**config.mk**
```make
export PLATFORM = sky130hd
export DESIGN_NAME = pc_ctrl
export DESIGN_NICKNAME = d
export VERILOG_FILES = /design/src/rtl/pc_ctrl.sv
export SDC_FILE = /design/constraint.sdc
export NUM_CORES = 1
export LEC_CHECK = 0
export ABC_AREA = 1
export CAP_MARGIN = 25
export CORE_MARGIN = 8
export CORE_UTILIZATION = 44
export DETAILED_ROUTE_END_ITERATION = 12
export PLACE_DENSITY = 0.81
export SKIP_CTS_REPAIR_TIMING = 1
export SLEW_MARGIN = 20
export SYNTH_ARGS = -nofsm -noshare
export SYNTH_HDL_FRONTEND = slang
export SYNTH_SLANG_ARGS = --single-unit
```
**constraint.sdc**
```tcl
create_clock -name clk -period 1.9 [get_ports clk]
set_input_delay 0.19 -clock clk [delete_from_list [all_inputs] [get_ports clk]]
set_output_delay 0.19 -clock clk [all_outputs]
set_load 0.005 [all_outputs]
```
**src/rtl/pc_ctrl.sv**
```systemverilog
`default_nettype none
// ============================================================================
// Module   : pc_ctrl
// Purpose  : Program-counter unit for the multicycle CPU. Holds the PC,
//            selects the next PC (sequential / branch / jump / register),
//            supports conditional (branch) writes, target alignment checking
//            and a minimal precise-trap mechanism (EPC, bad address, cause,
//            exception-level bit, return-from-exception).
//
// Parameters:
//   WIDTH       PC / address width in bits
//   RESET_VEC   PC value after reset
//   TRAP_VEC    PC value loaded on any trap
//   INC         sequential increment added to PC
//   ALIGN_BITS  number of low PC bits that must be zero (0 disables check)
//
// Ports:
//   clk            in   clock, all state updates on the rising edge
//   rst            in   synchronous active-high reset
//   pc_write       in   unconditional PC update this cycle
//   pc_write_cond  in   PC update only when zero=1 (branch)
//   zero           in   ALU zero flag
//   npc_sel[1:0]   in   00 PC+INC, 01 br_target, 10 j_target, 11 reg_target
//   br_target      in   branch target address
//   j_target       in   jump target address
//   reg_target     in   register-indirect target
//   trap_req       in   trap request strobe (level-sampled each edge)
//   eret           in   return from exception (level-sampled each edge)
//   pc             out  current PC (registered)
//   pc_inc         out  pc + INC, combinational, modulo 2^WIDTH
//   epc            out  exception PC (registered)
//   bad_addr       out  last misaligned target (registered)
//   cause[1:0]     out  00 none, 01 trap_req, 10 misaligned target
//   exl            out  exception level, 1 while in the handler
//   trap_taken     out  registered one-cycle pulse after a trap redirect
//
// Revision : 1.0  initial release
// ============================================================================
module pc_ctrl #(
    parameter int unsigned           WIDTH      = 32,
    parameter logic [WIDTH-1:0]      RESET_VEC  = 32'h0000_3000,
    parameter logic [WIDTH-1:0]      TRAP_VEC   = 32'h0000_4180,
    parameter int unsigned           INC        = 4,
    parameter int unsigned           ALIGN_BITS = 2
) (
    input  logic             clk,
    input  logic             rst,
    input  logic             pc_write,
    input  logic             pc_write_cond,
    input  logic             zero,
    input  logic [1:0]       npc_sel,
    input  logic [WIDTH-1:0] br_target,
    input  logic [WIDTH-1:0] j_target,
    input  logic [WIDTH-1:0] reg_target,
    input  logic             trap_req,
    input  logic             eret,
    output logic [WIDTH-1:0] pc,
    output logic [WIDTH-1:0] pc_inc,
    output logic [WIDTH-1:0] epc,
    output logic [WIDTH-1:0] bad_addr,
    output logic [1:0]       cause,
    output logic             exl,
    output logic             trap_taken
);

    // ------------------------------------------------------------------------
    // Constants
    // ------------------------------------------------------------------------
    localparam logic [WIDTH-1:0] c_inc = WIDTH'(INC);

    localparam logic [1:0] c_sel_seq = 2'b00;
    localparam logic [1:0] c_sel_br  = 2'b01;
    localparam logic [1:0] c_sel_j   = 2'b10;
    localparam logic [1:0] c_sel_reg = 2'b11;

    localparam logic [1:0] c_cause_none  = 2'b00;
    localparam logic [1:0] c_cause_trap  = 2'b01;
    localparam logic [1:0] c_cause_align = 2'b10;

    // ------------------------------------------------------------------------
    // State registers and their next-state values
    // ------------------------------------------------------------------------
    logic [WIDTH-1:0] pc_q,         pc_d;
    logic [WIDTH-1:0] epc_q,        epc_d;
    logic [WIDTH-1:0] bad_addr_q,   bad_addr_d;
    logic [1:0]       cause_q,      cause_d;
    logic             exl_q,        exl_d;
    logic             trap_taken_q, trap_taken_d;

    // ------------------------------------------------------------------------
    // Next-PC selection
    // ------------------------------------------------------------------------
    logic [WIDTH-1:0] w_pc_inc;
    logic [WIDTH-1:0] w_npc;
    logic             w_upd;
    logic             w_mis;

    // Plain modular add: wrap past 2^WIDTH is intentional and silent.
    assign w_pc_inc = pc_q + c_inc;

    always_comb begin
        w_npc = w_pc_inc;
        case (npc_sel)
            c_sel_seq: w_npc = w_pc_inc;
            c_sel_br:  w_npc = br_target;
            c_sel_j:   w_npc = j_target;
            c_sel_reg: w_npc = reg_target;
            default:   w_npc = w_pc_inc;
        endcase
    end

    // Asserting both write enables together is legal; they simply OR.
    assign w_upd = pc_write | (pc_write_cond & zero);

    // ------------------------------------------------------------------------
    // Alignment check. With ALIGN_BITS = 0 there are no bits to test, so the
    // check is removed entirely rather than slicing an empty range.
    // ------------------------------------------------------------------------
    generate
        if (ALIGN_BITS > 0) begin : g_align_chk
            assign w_mis = w_upd & (|w_npc[ALIGN_BITS-1:0]);
        end else begin : g_align_none
            assign w_mis = 1'b0;
        end
    endgenerate

    // ------------------------------------------------------------------------
    // Next-state logic. Exactly one action is taken per edge, in priority
    // order: trap request, eret (taken or ignored), misaligned target,
    // ordinary update, hold. Reset is applied in the register block so it
    // overrides everything here.
    // ------------------------------------------------------------------------
    always_comb begin
        pc_d         = pc_q;
        epc_d        = epc_q;
        bad_addr_d   = bad_addr_q;
        cause_d      = cause_q;
        exl_d        = exl_q;
        // trap_taken is a pulse: it only survives the cycle after a redirect.
        trap_taken_d = 1'b0;

        if (trap_req) begin
            pc_d         = TRAP_VEC;
            cause_d      = c_cause_trap;
            exl_d        = 1'b1;
            trap_taken_d = 1'b1;
            // A nested trap must not overwrite the outermost return address.
            if (!exl_q) begin
                epc_d = pc_q;
            end
        end else if (eret) begin
            // eret outside the handler is a no-op; inside, it returns to EPC
            // and leaves cause as the record of the last trap.
            if (exl_q) begin
                pc_d  = epc_q;
                exl_d = 1'b0;
            end
        end else if (w_mis) begin
            pc_d         = TRAP_VEC;
            bad_addr_d   = w_npc;
            cause_d      = c_cause_align;
            exl_d        = 1'b1;
            trap_taken_d = 1'b1;
            if (!exl_q) begin
                epc_d = pc_q;
            end
        end else if (w_upd) begin
            pc_d = w_npc;
        end
    end

    // ------------------------------------------------------------------------
    // State registers with synchronous reset
    // ------------------------------------------------------------------------
    always_ff @(posedge clk) begin
        if (rst) begin
            pc_q         <= RESET_VEC;
            epc_q        <= '0;
            bad_addr_q   <= '0;
            cause_q      <= c_cause_none;
            exl_q        <= 1'b0;
            trap_taken_q <= 1'b0;
        end else begin
            pc_q         <= pc_d;
            epc_q        <= epc_d;
            bad_addr_q   <= bad_addr_d;
            cause_q      <= cause_d;
            exl_q        <= exl_d;
            trap_taken_q <= trap_taken_d;
        end
    end

    // ------------------------------------------------------------------------
    // Outputs
    // ------------------------------------------------------------------------
    assign pc         = pc_q;
    assign pc_inc     = w_pc_inc;
    assign epc        = epc_q;
    assign bad_addr   = bad_addr_q;
    assign cause      = cause_q;
    assign exl        = exl_q;
    assign trap_taken = trap_taken_q;

endmodule
`default_nettype wire

```
-- Word level (Yosys, flattened, before mapping)
Index checks and enable logic that the tools add are counted.
- flip-flop bits (word level): 100
- bits in latches: 0
- bits in writable memories: 0
- bits in read-only memories: 0
- bits of input ports: 105
- word-level logic and storage cells: 46
- memories: 0
- add/sub/neg operators: 1
- multipliers: 0
- divide/modulo/power cells: 0
- magnitude comparators: 0
- eq/ne operators: 4
- shift-type cells: 0
- multiplexer cells: 18
- bitwise operators: 5
- reduce and logical (&&, ||, !) cells: 10
- operators by type and width (operator ; number):
    32-bit two-way mux ; 7
    32-bit case mux with 4 select lines ; 1
    32-bit by 3-bit adder with 32-bit output (second input constant) ; 1
    15-bit two-way mux ; 1
    1-bit two-way mux ; 9
    3-bit nonzero test ; 2
    2-bit equality test (second input constant) ; 2
    2-bit AND reduction ; 2
    4-bit nonzero test ; 1
    2-bit OR reduction ; 2
    3-bit AND reduction ; 1
    1-bit bitwise AND ; 2
    2-bit by 1-bit equality test with 1-bit output (second input constant) ; 1
    2-bit zero test ; 1
    2-bit != test (second input constant) ; 1
    1-bit NOT ; 2
    2-bit nonzero test ; 1
    1-bit OR ; 1

-- Longest topological paths before layout
- depth after elaboration: 7
- mapped depth: 13

-- Worst setup path after synthesis
No wires, ideal clock.
- path kind: input-to-reg
- from: input port npc_sel[0]
- to: register epc_q[16], in the netlist epc[16]
- setup time: 0.113 ns
- arrival time: 1.443 ns
- setup slack: 0.344 ns
- stages on the path: 13
- path buffers: 3
- path through: buf_4 -> nor2_4 -> inv_2 -> buf_4 -> nor2_2 -> nor2_4 -> nand2_2 -> nand3_4 -> nand2_4 -> inv_4 -> buf_4 -> nor2_1 -> nor2_1
- word-level cells in the longest chain between the ends: 6
- ends and longest elaborated chain (item ; RTL line ; RTL):
    start, declared ; 51 ; input logic [1:0] npc_sel,
    2-bit equality test, or another cell as far along ; 103 ; case (npc_sel)
    32-bit case mux with 4 select lines * ; 103 ;
    2-bit OR reduction * ; 121 ; assign w_mis = w_upd & (|w_npc[ALIGN_BITS-1:0]);
    1-bit bitwise AND * ; 121 ;
    2-bit nonzero test (no source line) * ; n/a ;
    2-bit AND reduction (no source line) * ; n/a ;
    end signal, assigned ; 185 ; epc_q <= epc_d;
    end, declared ; 84 ; logic [WIDTH-1:0] epc_q, epc_d;
Every way passes the cells marked *; elsewhere a longest branch is shown, timed or not.
A chain may end at the register's enable or synchronous reset.

-- Worst setup path in the final report
- from: register pc_q[2], in the netlist pc[2]
- to: output port pc_inc[20]
- word-level cells in the longest chain between the ends: 1
- ends and longest elaborated chain (item ; RTL line ; RTL):
    start, declared ; 83 ; logic [WIDTH-1:0] pc_q, pc_d;
    start signal, assigned ; 184 ; pc_q <= pc_d;
    32-bit by 3-bit adder with 32-bit output ; 99 ; assign w_pc_inc = pc_q + c_inc;
    end, declared ; 58 ; output logic [WIDTH-1:0] pc_inc,
No other way between the ends.

==> metrics.log <==
[metrics] outcome: finished with violations
[metrics] violated checks: setup timing
[metrics] startpoint of the lowest-slack register-to-register path: pc[2]
[metrics] clk buf depth: 2
[metrics] Power, Total: 5.55 mW
[metrics] count of pins on the block boundary: roughly 240
[metrics] Pwr per Cell Area: roughly 540 mW/mm^2
[metrics] top library cells by usage in the layout, fill and taps aside: sky130_fd_sc_hd__nand2_1, sky130_fd_sc_hd__clkdlybuf4s50_1, sky130_fd_sc_hd__buf_4
[metrics] Setup CP Type: reg -> out
[metrics] number of synthesis warnings: 0
[metrics] die extent in x: 133 microns
[metrics] number of placement rows: 42
[metrics] critical-path cell list: ha_4 > inv_4 > nor2_4 > buf_6 > buf_6 > buf_6 > nand3_4 > o21ai_1 > nand2_1 > dlymetal6s2s_1
[metrics] wire length of the first global-routing pass: around 41000 microns
[metrics] kind of capture point of the worst setup path: primary output
[metrics] Top Family by Delay on Critical Path: buffers and inverters
[metrics] Final Net Count: 1442
[metrics] via count of the first global-routing pass: approximately 7500
[metrics] required time of the critical path: 1.71 ns
[metrics] total die area: 0.0176 sq mm
[metrics] Cell Area, Synth: 0.00599 sq mm
[metrics] Hold Crit Class: reg -> reg
[metrics] cell chosen for the clock root: sky130_fd_sc_hd__clkbuf_16
[metrics] Fin Clk Skew: 0.00892 ns
[metrics] Starting DRT DRC Count: about 800
[metrics] final standard cell utilization of the core: 0.769
[metrics] post-synthesis cell type count: 31
[metrics] Worst R2R Setup Slack: 0.04 ns
[metrics] dpl cells: roughly 1500
[metrics] met2 wirelength from detailed routing: ~13000 microns
[metrics] Hold Path End: cause[1]
[metrics] Post-Route Setup TNS: -0.386 ns
[metrics] count of unresolved DRC violations after routing: 0
[metrics] maximum single-stage delay on the critical path: 0.37 ns
[metrics] register clock-pin slew on the reported worst setup and hold paths: roughly 0.07 ns
[metrics] most frequent standard cell in the layout excluding fill and tap cells: sky130_fd_sc_hd__nand2_1
[metrics] number of clock buffers inserted by TritonCTS: 9
[metrics] vertical die dimension: about 130 microns
[metrics] Critical-path top delay cell: sky130_fd_sc_hd__dfxtp_4
[metrics] WL/cell: about 18 microns
[metrics] core area: between 0.01 and 0.015 sq mm
[metrics] min cycle time layout: 2.04 ns
[metrics] cell count of the worst reg-to-reg path: 15
[metrics] depth of the CTS H-tree: 3
[metrics] final worst slack: -0.144 ns
[metrics] post-synthesis sequential element count: 100
[metrics] overall routing resource usage: 0.292
[metrics] initial antenna violation count: 0
[metrics] detailed placement HPWL: between 20000 and 25000 microns
[metrics] largest net degree at the start of global routing: approximately 50
[metrics] critical-path maximum fanout: 3
[metrics] detailed-route wire length on metal 1: 10900 microns
[metrics] total number of clock tree sinks: 100
[metrics] actual slew at the worst max-slew pin: 0.493 ns
[metrics] worst-skew pair later-pin latency: around 0.36 ns
[metrics] Max-cap violations: 0
[metrics] worst vdd ir: roughly 490 uV
[metrics] antenna diode count: 0
[metrics] leakage power: about 4.5 nW
[metrics] final max-slew violation count: 0
[metrics] RSZ-0062 raised after global routing: true
[metrics] Routed Antenna Nets: 0
[metrics] max_slew headroom: 0.672
[metrics] Synth Area per Inst: between 5 and 6 sq um
[metrics] Detailed Routing Iterations Pass 1: 6
[metrics] WP buf/inv: 5
[metrics] startpoint of the tightest hold check path: cause[1]
[metrics] Congestion Overflow GR: 0
[metrics] cell count of the worst hold path: 2
[metrics] starting density of the core: 0.451
[metrics] instance count of the mapped netlist: just over 1000
[metrics] post-route fraction of the period consumed by the critical path: 1.08
[metrics] number of vias after detailed routing: ~8100
[metrics] maximum clock frequency: 489 MHz
[metrics] area grow syn2layout: 70.7%
[metrics] total routed wirelength: ~28000 microns
[metrics] Critical Path Start Type: flip-flop
[metrics] Highest Signal Layer: met4
[metrics] Hold Fails Final Rpt: 0
[metrics] sequential area share after synthesis: 0.334
[metrics] ratio of cells with drive above 1 in the final layout: 0.210
[metrics] most frequent cell on the critical path: sky130_fd_sc_hd__buf_6
[metrics] number of port buffers: 236
[metrics] CTS tree: yes
[metrics] endpoint of the most critical register-to-register path: pc[14]
[metrics] number of standard cells in the layout, taps in and fillers out: approximately 1500
[metrics] syn_nets: roughly 1100
[metrics] last weighted congestion value of the routability-driven placer: 0.954
[metrics] met3 wire length: between 2000 and 3000 microns
[metrics] Via density: between 5 and 6
[metrics] Setup violations, final: 5
[metrics] arrival time at the worst endpoint: around 1.9 ns
cell usage after synthesis, drive strengths merged:
cell       n  area, sq um
a21o       1         7.51
a21oi     37          185
and2       1         6.26
buf       25          160
clkbuf    22         82.6
clkinv     2         7.51
dfxtp    100         2000
ha         1         12.5
inv       93          352
nand2    338         1280
nand3    110          563
nand3b     1         7.51
nand4      7         50.1
nor2     148          586
o2111ai    7         61.3
o21a       2         15.0
o21ai    112          561
o22ai      1         6.26
xor2       5         43.8
worst max-delay path by stage:
stage / from / end / slack (ns) / cells after the start
floorplan: npc_sel[0] / epc[16] / 0.34 / 13
global placement: npc_sel[1] / pc[31] / -0.18 / 11
detailed placement: npc_sel[1] / pc[31] / -0.25 / 11
CTS: pc[2] / pc_inc[10] / -0.52 / 6
global route: pc[3] / pc_inc[20] / -0.22 / 10
finish: pc[2] / pc_inc[20] / -0.14 / 10
worst min-delay path, delay by kind of cell, from the launching register on:
kind | cells | cell delay, ns
AND/OR/NAND/NOR | 2 | 0.10
flip-flops | 1 | 0.31
sequential cells by signal, summed over array words and instances (netlist names):
signal and cells:
epc 32, trap_taken 1, cause 2, pc 32
bad_addr 32, exl 1
stage by stage:
step / setup slack [ns] / area (sq um) / hold WS [ns]
2_1_floorplan: 0.344 / 5990 / 0.262
3_5_place_dp: -0.247 / 9290 / 0.448
5_1_grt: -0.224 / 10200 / 0.483
6_report: -0.144 / 10200 / 0.456
4_1_cts: -0.523 / 9590 / 0.461
3_3_place_gp: -0.182 / 9290 / 0.442
logic make-up (layout without fill, tap and decap cells):
group	Yosys count	in the layout	synth area share
xor+xnor	5	5	0.00731
simple gates	605	605	0.417
compound gates	160	160	0.139
fa+ha+maj	1	1	0.00209
buf+inv	142	470	0.100
flops	100	100	0.334
where the power goes:
part	switching (mW)	total, mW	internal (mW)
sequential	0.102	2.30	2.19
clock	0.860	1.84	0.977
combinational	0.703	1.42	0.716
per-layer routing:
layer | vias to the layer above | GRT usage
met3 | 89 | 0.0647
met1 | 3693 | 0.365
met4 | 0 | 0.117
met2 | 478 | 0.478
li1 | 3885 | -
met5 | - | 0
layout make-up:
type,count,area [sq um]
inverters,95,362
clock inverters,5,45.0
flip-flops and latches,100,2060
clock buffers,11,253
fillers,1048,3070
repair buffers,359,3470
well taps,176,220
multi-input cells,771,3830
No activity file was read; power rests on OpenSTA's default activity.
